<file path="config.mk">
export PLATFORM = sky130hd
export DESIGN_NAME = ebr_ram_mw
export DESIGN_NICKNAME = d
export VERILOG_FILES = /design/src/rtl/ebr_ram_pkg.sv /design/src/rtl/ebr_ram_lane_mux.sv /design/src/rtl/ebr_ram_mw.sv
export SDC_FILE = /design/constraint.sdc
export NUM_CORES = 2
export LEC_CHECK = 0
export CAP_MARGIN = 5
export CELL_PAD_IN_SITES_DETAIL_PLACEMENT = 1
export CELL_PAD_IN_SITES_GLOBAL_PLACEMENT = 1
export CORE_MARGIN = 5
export CORE_UTILIZATION = 45
export DETAILED_ROUTE_END_ITERATION = 16
export GPL_ROUTABILITY_DRIVEN = 0
export PLACE_DENSITY = 0.77
export SETUP_SLACK_MARGIN = 0.4
export SLEW_MARGIN = 15
export SYNTH_ARGS = -nofsm -noshare
export SYNTH_HDL_FRONTEND = slang
export SYNTH_SLANG_ARGS = --single-unit
</file>
<file path="constraint.sdc">
create_clock -name clk -period 29.5 [get_ports clk]
set_input_delay 7.375 -clock clk [delete_from_list [all_inputs] [get_ports clk]]
set_output_delay 7.375 -clock clk [all_outputs]
set_load 0.02 [all_outputs]
</file>
<file path="src/rtl/ebr_ram_pkg.sv">
// ebr_ram_pkg: shared types and elaboration helpers for the ebr_ram_mw block RAM.
//   state_e     : clear-sequencer state {ST_CLEAR, ST_READY}
//   max_w       : wider of the two port widths (array word width)
//   lane_bits   : log2 of array-word / port-word ratio
//   lane_sel_w  : storage width for a lane index (never zero)
//   addr_w      : port address width in port-word units
//   width_ok    : legal port width check against LEGAL_WIDTHS
package ebr_ram_pkg;

    typedef enum logic [0:0] {
        ST_CLEAR = 1'b0,
        ST_READY = 1'b1
    } state_e;

    // Bit n set means a port width of n bits is supported (2, 4, 8, 16, 32).
    localparam logic [63:0] LEGAL_WIDTHS = 64'h0000_0001_0001_0114;

    function automatic int unsigned max_w(input int unsigned a, input int unsigned b);
        return (a > b) ? a : b;
    endfunction

    function automatic int unsigned lane_bits(input int unsigned dw_max, input int unsigned dw);
        return $clog2(dw_max / dw);
    endfunction

    function automatic int unsigned lane_sel_w(input int unsigned dw_max, input int unsigned dw);
        return (lane_bits(dw_max, dw) == 0) ? 1 : lane_bits(dw_max, dw);
    endfunction

    function automatic int unsigned addr_w(input int unsigned depth_bits,
                                           input int unsigned dw_max,
                                           input int unsigned dw);
        return depth_bits + lane_bits(dw_max, dw);
    endfunction

    function automatic bit width_ok(input int unsigned dw);
        return (dw < 64) && LEGAL_WIDTHS[dw[5:0]];
    endfunction

endpackage

</file>
<file path="src/rtl/ebr_ram_lane_mux.sv">
// ebr_ram_lane_mux: lane handling for one port of ebr_ram_mw.
//   Write side: places i_data into lane i_lane of i_word, honouring i_mask
//   (1 = keep old bit), result on o_merged_c.
//   Read side: registers i_lane when i_lane_en, then selects that lane of
//   i_word onto o_lane_c.
// Ports:
//   clk, resetn  : clock, async active-low reset
//   i_lane_en    : capture i_lane into the read-lane register
//   i_lane       : lane index within the array word
//   i_word       : array word (old word for writes, read word for reads)
//   i_data       : port-width write data
//   i_mask       : port-width write mask, 1 = bit keeps old value
//   o_merged_c   : array word with the masked lane update applied
//   o_lane_c     : lane of i_word selected by the registered lane
module ebr_ram_lane_mux
    import ebr_ram_pkg::*;
#(
    parameter int unsigned DW_MAX = 16,
    parameter int unsigned DW     = 16
) (
    input  logic                                clk,
    input  logic                                resetn,
    input  logic                                i_lane_en,
    input  logic [lane_sel_w(DW_MAX, DW)-1:0]   i_lane,
    input  logic [DW_MAX-1:0]                   i_word,
    input  logic [DW-1:0]                       i_data,
    input  logic [DW-1:0]                       i_mask,
    output logic [DW_MAX-1:0]                   o_merged_c,
    output logic [DW-1:0]                       o_lane_c
);

    localparam int unsigned LSW = lane_sel_w(DW_MAX, DW);

    logic [LSW-1:0]    r_lane;
    logic [31:0]       w_shift_wr;
    logic [31:0]       w_shift_rd;
    logic [DW_MAX-1:0] w_data_x;
    logic [DW_MAX-1:0] w_keep_x;

    // Lane index captured alongside the array read.
    always_ff @(posedge clk or negedge resetn) begin
        if (!resetn) begin
            r_lane <= '0;
        end else if (i_lane_en) begin
            r_lane <= i_lane;
        end
    end

    assign w_shift_wr = 32'(i_lane) * DW;
    assign w_shift_rd = 32'(r_lane) * DW;

    // Outside the addressed lane every bit is kept.
    assign w_data_x   = DW_MAX'(i_data) << w_shift_wr;
    assign w_keep_x   = ~(DW_MAX'(~i_mask) << w_shift_wr);
    assign o_merged_c = (i_word & w_keep_x) | (w_data_x & ~w_keep_x);

    assign o_lane_c   = DW'(i_word >> w_shift_rd);

endmodule

</file>
<file path="src/rtl/ebr_ram_mw.sv">
// ebr_ram_mw: simple-dual-port block RAM with independent write/read widths,
// per-bit write mask, write-first collision bypass and a self-clearing
// sequencer that fills the array with CLEAR_VAL after reset or on request.
// Optional macro EBR_RAM_OUTREG_EN adds an output register stage (read
// latency 2 instead of 1); busy/clear timing is the same in both builds.
// Ports:
//   clk        : clock, rising edge
//   resetn     : async active-low reset, restarts the clear sequencer
//   clear_req  : one-cycle pulse, refill array with CLEAR_VAL
//   busy       : clear sequencer running, port accesses ignored
//   we/waddr/wdata/wmask : write port (address in DW_W units, mask 1 = keep)
//   re/raddr   : read port (address in DW_R units)
//   rdata      : read data, holds last value when no read
//   rvalid     : rdata carries the result of a read
module ebr_ram_mw
    import ebr_ram_pkg::*;
#(
    parameter int unsigned DW_W       = 16,
    parameter int unsigned DW_R       = 16,
    parameter int unsigned DEPTH_BITS = 8,
    parameter logic [max_w(DW_W, DW_R)-1:0] CLEAR_VAL = '0
) (
    input  logic                                                clk,
    input  logic                                                resetn,
    input  logic                                                clear_req,
    output logic                                                busy,
    input  logic                                                we,
    input  logic [addr_w(DEPTH_BITS, max_w(DW_W, DW_R), DW_W)-1:0] waddr,
    input  logic [DW_W-1:0]                                     wdata,
    input  logic [DW_W-1:0]                                     wmask,
    input  logic                                                re,
    input  logic [addr_w(DEPTH_BITS, max_w(DW_W, DW_R), DW_R)-1:0] raddr,
    output logic [DW_R-1:0]                                     rdata,
    output logic                                                rvalid
);

    localparam int unsigned DW_MAX = max_w(DW_W, DW_R);
    localparam int unsigned LB_W   = lane_bits(DW_MAX, DW_W);
    localparam int unsigned LB_R   = lane_bits(DW_MAX, DW_R);
    localparam int unsigned LSW_W  = lane_sel_w(DW_MAX, DW_W);
    localparam int unsigned LSW_R  = lane_sel_w(DW_MAX, DW_R);
    localparam int unsigned DEPTH  = 32'd1 << DEPTH_BITS;
    localparam logic [DEPTH_BITS-1:0] CLR_LAST = '1;

    if (!width_ok(DW_W) || !width_ok(DW_R)) begin : g_bad_width
        $error("ebr_ram_mw: DW_W and DW_R must each be 2, 4, 8, 16 or 32");
    end

    logic [DW_MAX-1:0]     r_mem [DEPTH];

    state_e                r_state;
    state_e                w_state_nxt;
    logic [DEPTH_BITS-1:0] r_clr_addr;
    logic [DEPTH_BITS-1:0] w_clr_addr_nxt;
    logic                  r_busy;

    logic                  w_port_en;
    logic                  w_wr_fire;
    logic                  w_rd_fire;
    logic [DEPTH_BITS-1:0] w_wword;
    logic [DEPTH_BITS-1:0] w_rword;
    logic [LSW_W-1:0]      w_wlane;
    logic [LSW_R-1:0]      w_rlane;
    logic                  w_collide;
    logic [DW_MAX-1:0]     w_wold;
    logic [DW_MAX-1:0]     w_wmerged;
    logic [DW_MAX-1:0]     r_rword_q;
    logic                  r_rvalid;
    logic [DW_R-1:0]       w_rdata_c;
    logic [DW_MAX-1:0]     w_unused_rd_merged;
    logic [DW_W-1:0]       w_unused_wr_lane;

    // Clear sequencer: state register.
    always_ff @(posedge clk or negedge resetn) begin
        if (!resetn) begin
            r_state    <= ST_CLEAR;
            r_clr_addr <= '0;
            r_busy     <= 1'b1;
        end else begin
            r_state    <= w_state_nxt;
            r_clr_addr <= w_clr_addr_nxt;
            r_busy     <= (w_state_nxt == ST_CLEAR);
        end
    end

    // Clear sequencer: next state. Last word written, then READY.
    always_comb begin
        w_state_nxt    = r_state;
        w_clr_addr_nxt = r_clr_addr;
        case (r_state)
            ST_CLEAR: begin
                w_clr_addr_nxt = r_clr_addr + DEPTH_BITS'(1);
                if (r_clr_addr == CLR_LAST) begin
                    w_state_nxt = ST_READY;
                end
            end
            ST_READY: begin
                if (clear_req) begin
                    w_state_nxt    = ST_CLEAR;
                    w_clr_addr_nxt = '0;
                end
            end
            default: begin
                w_state_nxt    = ST_CLEAR;
                w_clr_addr_nxt = '0;
            end
        endcase
    end

    assign busy = r_busy;

    // Port accesses coinciding with a clear request are dropped.
    assign w_port_en = (r_state == ST_READY) && !clear_req;
    assign w_wr_fire = w_port_en && we;
    assign w_rd_fire = w_port_en && re;

    assign w_wword = DEPTH_BITS'(waddr >> LB_W);
    assign w_rword = DEPTH_BITS'(raddr >> LB_R);
    assign w_wlane = LSW_W'(waddr) & LSW_W'((32'd1 << LB_W) - 32'd1);
    assign w_rlane = LSW_R'(raddr) & LSW_R'((32'd1 << LB_R) - 32'd1);

    assign w_collide = w_wr_fire && w_rd_fire && (w_wword == w_rword);
    assign w_wold    = r_mem[w_wword];

    // Write lane placement and bit-mask merge.
    ebr_ram_lane_mux #(
        .DW_MAX (DW_MAX),
        .DW     (DW_W)
    ) u_wr_mux (
        .clk        (clk),
        .resetn     (resetn),
        .i_lane_en  (1'b0),
        .i_lane     (w_wlane),
        .i_word     (w_wold),
        .i_data     (wdata),
        .i_mask     (wmask),
        .o_merged_c (w_wmerged),
        .o_lane_c   (w_unused_wr_lane)
    );

    // Array write: sequencer owns the array while clearing.
    always_ff @(posedge clk) begin
        if (r_state == ST_CLEAR) begin
            r_mem[r_clr_addr] <= CLEAR_VAL;
        end else if (w_wr_fire) begin
            r_mem[w_wword] <= w_wmerged;
        end
    end

    // Array read; same-word write in the same cycle bypasses the merged word.
    always_ff @(posedge clk or negedge resetn) begin
        if (!resetn) begin
            r_rword_q <= '0;
            r_rvalid  <= 1'b0;
        end else begin
            r_rvalid <= w_rd_fire;
            if (w_rd_fire) begin
                r_rword_q <= w_collide ? w_wmerged : r_mem[w_rword];
            end
        end
    end

    // Read lane select, lane index registered with the word.
    ebr_ram_lane_mux #(
        .DW_MAX (DW_MAX),
        .DW     (DW_R)
    ) u_rd_mux (
        .clk        (clk),
        .resetn     (resetn),
        .i_lane_en  (w_rd_fire),
        .i_lane     (w_rlane),
        .i_word     (r_rword_q),
        .i_data     ('0),
        .i_mask     ('1),
        .o_merged_c (w_unused_rd_merged),
        .o_lane_c   (w_rdata_c)
    );

`ifdef EBR_RAM_OUTREG_EN
    logic [DW_R-1:0] r_rdata_q;
    logic            r_rvalid_q;

    // Extra output stage; data only advances on a valid read.
    always_ff @(posedge clk or negedge resetn) begin
        if (!resetn) begin
            r_rdata_q  <= '0;
            r_rvalid_q <= 1'b0;
        end else begin
            r_rvalid_q <= r_rvalid;
            if (r_rvalid) begin
                r_rdata_q <= w_rdata_c;
            end
        end
    end

    assign rdata  = r_rdata_q;
    assign rvalid = r_rvalid_q;
`else
    assign rdata  = w_rdata_c;
    assign rvalid = r_rvalid;
`endif

endmodule

</file>
==> summary.md <==
| Metric | Value |
|---|---|
| Status | finished, violations left |
| Violated checks | max-capacitance violations, max-slew violations |
| Worst hold path class | reg -> reg |
| Gate Count Post-Synth | 10.8k |
| Tot Pwr | 12.4 mW |
| Req. time, crit path | 30.08 ns |
| Die ar. | 0.441 mm^2 |
| Maximum vdd drop | 55.4 uV |
| Share of layout cells above drive strength 1 | 25.9% |
| Most frequent cells in the layout | edfxtp_1 (4096), mux4_2 (1451), mux2i_1 (1280) |
| Startpoint class of the critical path | input port |
| Largest net degree at the start of global routing | 194 |
| Maxcap violations | 4 |
| DP HPWL | 501000 um |
| Synthesized area | 0.192 mm^2 |
| Top post-synthesis cells by area | edfxtp_1 (64%), mux4_2 (17%), mux2i_1 (6.7%), o221ai_1 (1.9%), o22ai_1 (0.87%) |
| # rows | 240 |
| Synth Register Bits | 4123 |
| Leak pwr | 58.0 nW |
| Clock Sink Count | 4123 |
| PwrDens | 57.5 mW/mm^2 |
| Async SR Flop Fraction | 0.655% |
| Number of H-tree levels | 5 |
| Synth area leader | edfxtp_1 |
| DR iter-0 viols | 23.9k |
| Worst-Margin Slew | 1.50 ns |
| Grt ovf | 0 |
| Dpl ws | 13.85 ns |
| Post-CTS Hold Buffers | 0 |
| DRC errors left | 0 |
| Slowest stage delay, CP | 1.08 ns |
| Avg Cell Area, Syn | 17.9 um^2 |
| CTS max path bufs | 4 |
| Netlist cell types | 73 |
| WP buf/inv | 8 |
| DRT Pass-1 Iters | 10 |
| Crit path max fanout | 146 |
| First-pass GRT wire length | 1070000 um |
| Setup TNS | 0 ns |
| Clock-pin slew on the worst setup and hold paths | 0.06 ns |
| Die H | 664 um |
| Post-route ant nets | 0 |
| Worst R2R Setup Slack | 23.56 ns |
| Max Transition Viols Final | 3 |
| Critical-path cell list | buf_16, buf_12, buf_12, buf_4, buf_4, buf_4, mux4_2, o221ai_1, a21oi_1, o21ai_0, a211oi_1, a211oi_2, inv_8, buf_4 |
| Fin. Hold Viols | 0 |
| GRT Util Overall | 34.6% |
| Final core utilization | 50.5% |
| Area of the multi-input gates | 0.0651 mm^2 |
| Most common cell after layout, fill and taps aside | edfxtp_1 |
| FF/Latch Area | 0.124 mm^2 |
| EDFF count, synth | 4096 |
| Nets | 11.0k |
| CP Class | in -> reg |
| Ys Warns | 0 |
| Fmax | 67.1 MHz |
| Number of fill cells in the layout | 38.9k |
| Top_reg_cell synth | edfxtp_1 |
| Via count | 129k |
| RSZ-0062 raised after global routing | no |
| Final wirelength | 785000 um |
| Mapped Nets | 10.8k |
| Most common cell on crit path | buf_4 |
| Inserted Clock Buffers | 415 |
| Clock skew | 0.117 ns |
| Crit path DAT | 15.49 ns |
| Initial Util | 45.1% |
| TritonCTS clock tree | yes |
| Core box area | 0.427 mm^2 |
| Initial antenna violation count | 71 |
| DR vias/cell | 7.59 |
| Crit path max-delay cell type | buf_4 |
| Tmin final | 14.91 ns |
| Final Setup Violations | 0 |
| Crit path max-delay family | buffers and inverters |
| Vias in the first global route | 128k |
| Top-area cell type share of the netlist area | 63.9% |
| Setup bufs post-CTS | 0 |
| Routed len/inst | 46.1 um |
| Worst setup margin | 14.59 ns |
| Register area share after synthesis | 64.2% |
| Die W | 664 um |
| Post-CTS Resized | 0 |
| CTS Root Cell | clkbuf_16 |
| # port buffers | 70 |
| Crit path capture type | flip-flop |
| Clock insertion delay at the later pin of the skew report | 1.07 ns |
| P&R area growth vs syn | 11.8% |
| Slew headroom | -1.09% |
| # IOs | 71 |
| Final period util | 50.5% |
==> cells by family after synthesis <==
family	share of synthesized area (%)
compound gates	6.47
buf+inv	2.28
fa+ha+maj	0.00650
simple gates	2.77
mux	24.2
xor+xnor	0.0455
flops	64.2
==> cell usage after synthesis (29+ instances only) <==
| library cell | number |
|---|---|
| o22ai_1 | 269 |
| mux2_2 | 94 |
| o21ai_0 | 186 |
| o2111ai_1 | 40 |
| a221oi_1 | 48 |
| a211oi_1 | 33 |
| mux2i_1 | 1280 |
| nand3_1 | 92 |
| a21oi_1 | 335 |
| edfxtp_1 | 4096 |
| a211o_1 | 46 |
| o221ai_1 | 408 |
| nor3_1 | 148 |
| clkbuf_1 | 442 |
| o211ai_1 | 43 |
| nor2_1 | 445 |
| a2bb2oi_1 | 30 |
| a2111oi_0 | 66 |
| nand2_1 | 193 |
| nor2b_1 | 31 |
| nand4_1 | 31 |
| buf_2 | 248 |
| a22oi_1 | 176 |
| buf_1 | 68 |
| mux4_2 | 1451 |
| nor4_1 | 29 |
| and2_1 | 34 |
| buf_4 | 117 |
==> where the power goes <==
| part | internal [mW] | total, mW | switching, mW |
|---|---|---|---|
| logic | 0.199 | 0.680 | 0.481 |
| clock network | 2.99 | 5.36 | 2.38 |
| registers | 6.34 | 6.34 | 0 |
==> per-stage QoR <==
stage	instances	area (um^2)	hold WS, ns
2_1_floorplan	10800	192000	0.552
3_3_place_gp	16200	201000	0.618
3_5_place_dp	16200	202000	0.656
4_1_cts	17000	215000	0.676
5_1_grt	17000	215000	0.715
6_report	17100	215000	0.672
==> layer usage <==
metal | GRT usage [%] | wire (um)
met5 | 0.293 | 485
met4 | 28.1 | 81000
met3 | 13.6 | 120000
met2 | 49.6 | 336000
met1 | 41.3 | 248000
==> state kept, by name (all words and copies together) (netlist names) <==
register,flops
busy,1
r_clr_addr,8
r_mem,4096
r_rword_q,16
r_state,1
rvalid,1
==> worst reg2reg max path, cell delays in order, from the launching register on <==
cell	delay, ns
dfrtp_1	0.60
and3b_1	0.23
buf_4	0.37
and2_1	0.22
buf_4	0.35
o2111ai_1	0.57
a211o_1	0.85
o211ai_1	0.39
buf_12	0.64
buf_4	1.20
==> area by class of cell <==
| class | instances | share of cell area [%] |
|---|---|---|
| flip-flops and latches | 4123 | 57.4 |
| multi-input cells | 5722 | 30.2 |
| clock buffers | 504 | 5.06 |
| well taps | 5687 | 3.30 |
| repair buffers | 688 | 2.68 |
| clock inverters | 260 | 1.16 |
| diodes | 55 | 0.0639 |
| inverters | 16 | 0.0581 |
==> final timing paths <==
path                                    start             to  cells after the start
worst max-delay path                 waddr[0]    r_mem[2][9]                     14
worst min-delay path            r_clr_addr[2]  r_clr_addr[2]                      2
worst max register to register        r_state  r_mem[195][2]                      9
worst min register to register  r_clr_addr[2]  r_clr_addr[2]                      2
max in group asynchronous              resetn   r_rword_q[1]                      2
min in group asynchronous              resetn         rvalid                      2
(Power assumes the default switching activity.)
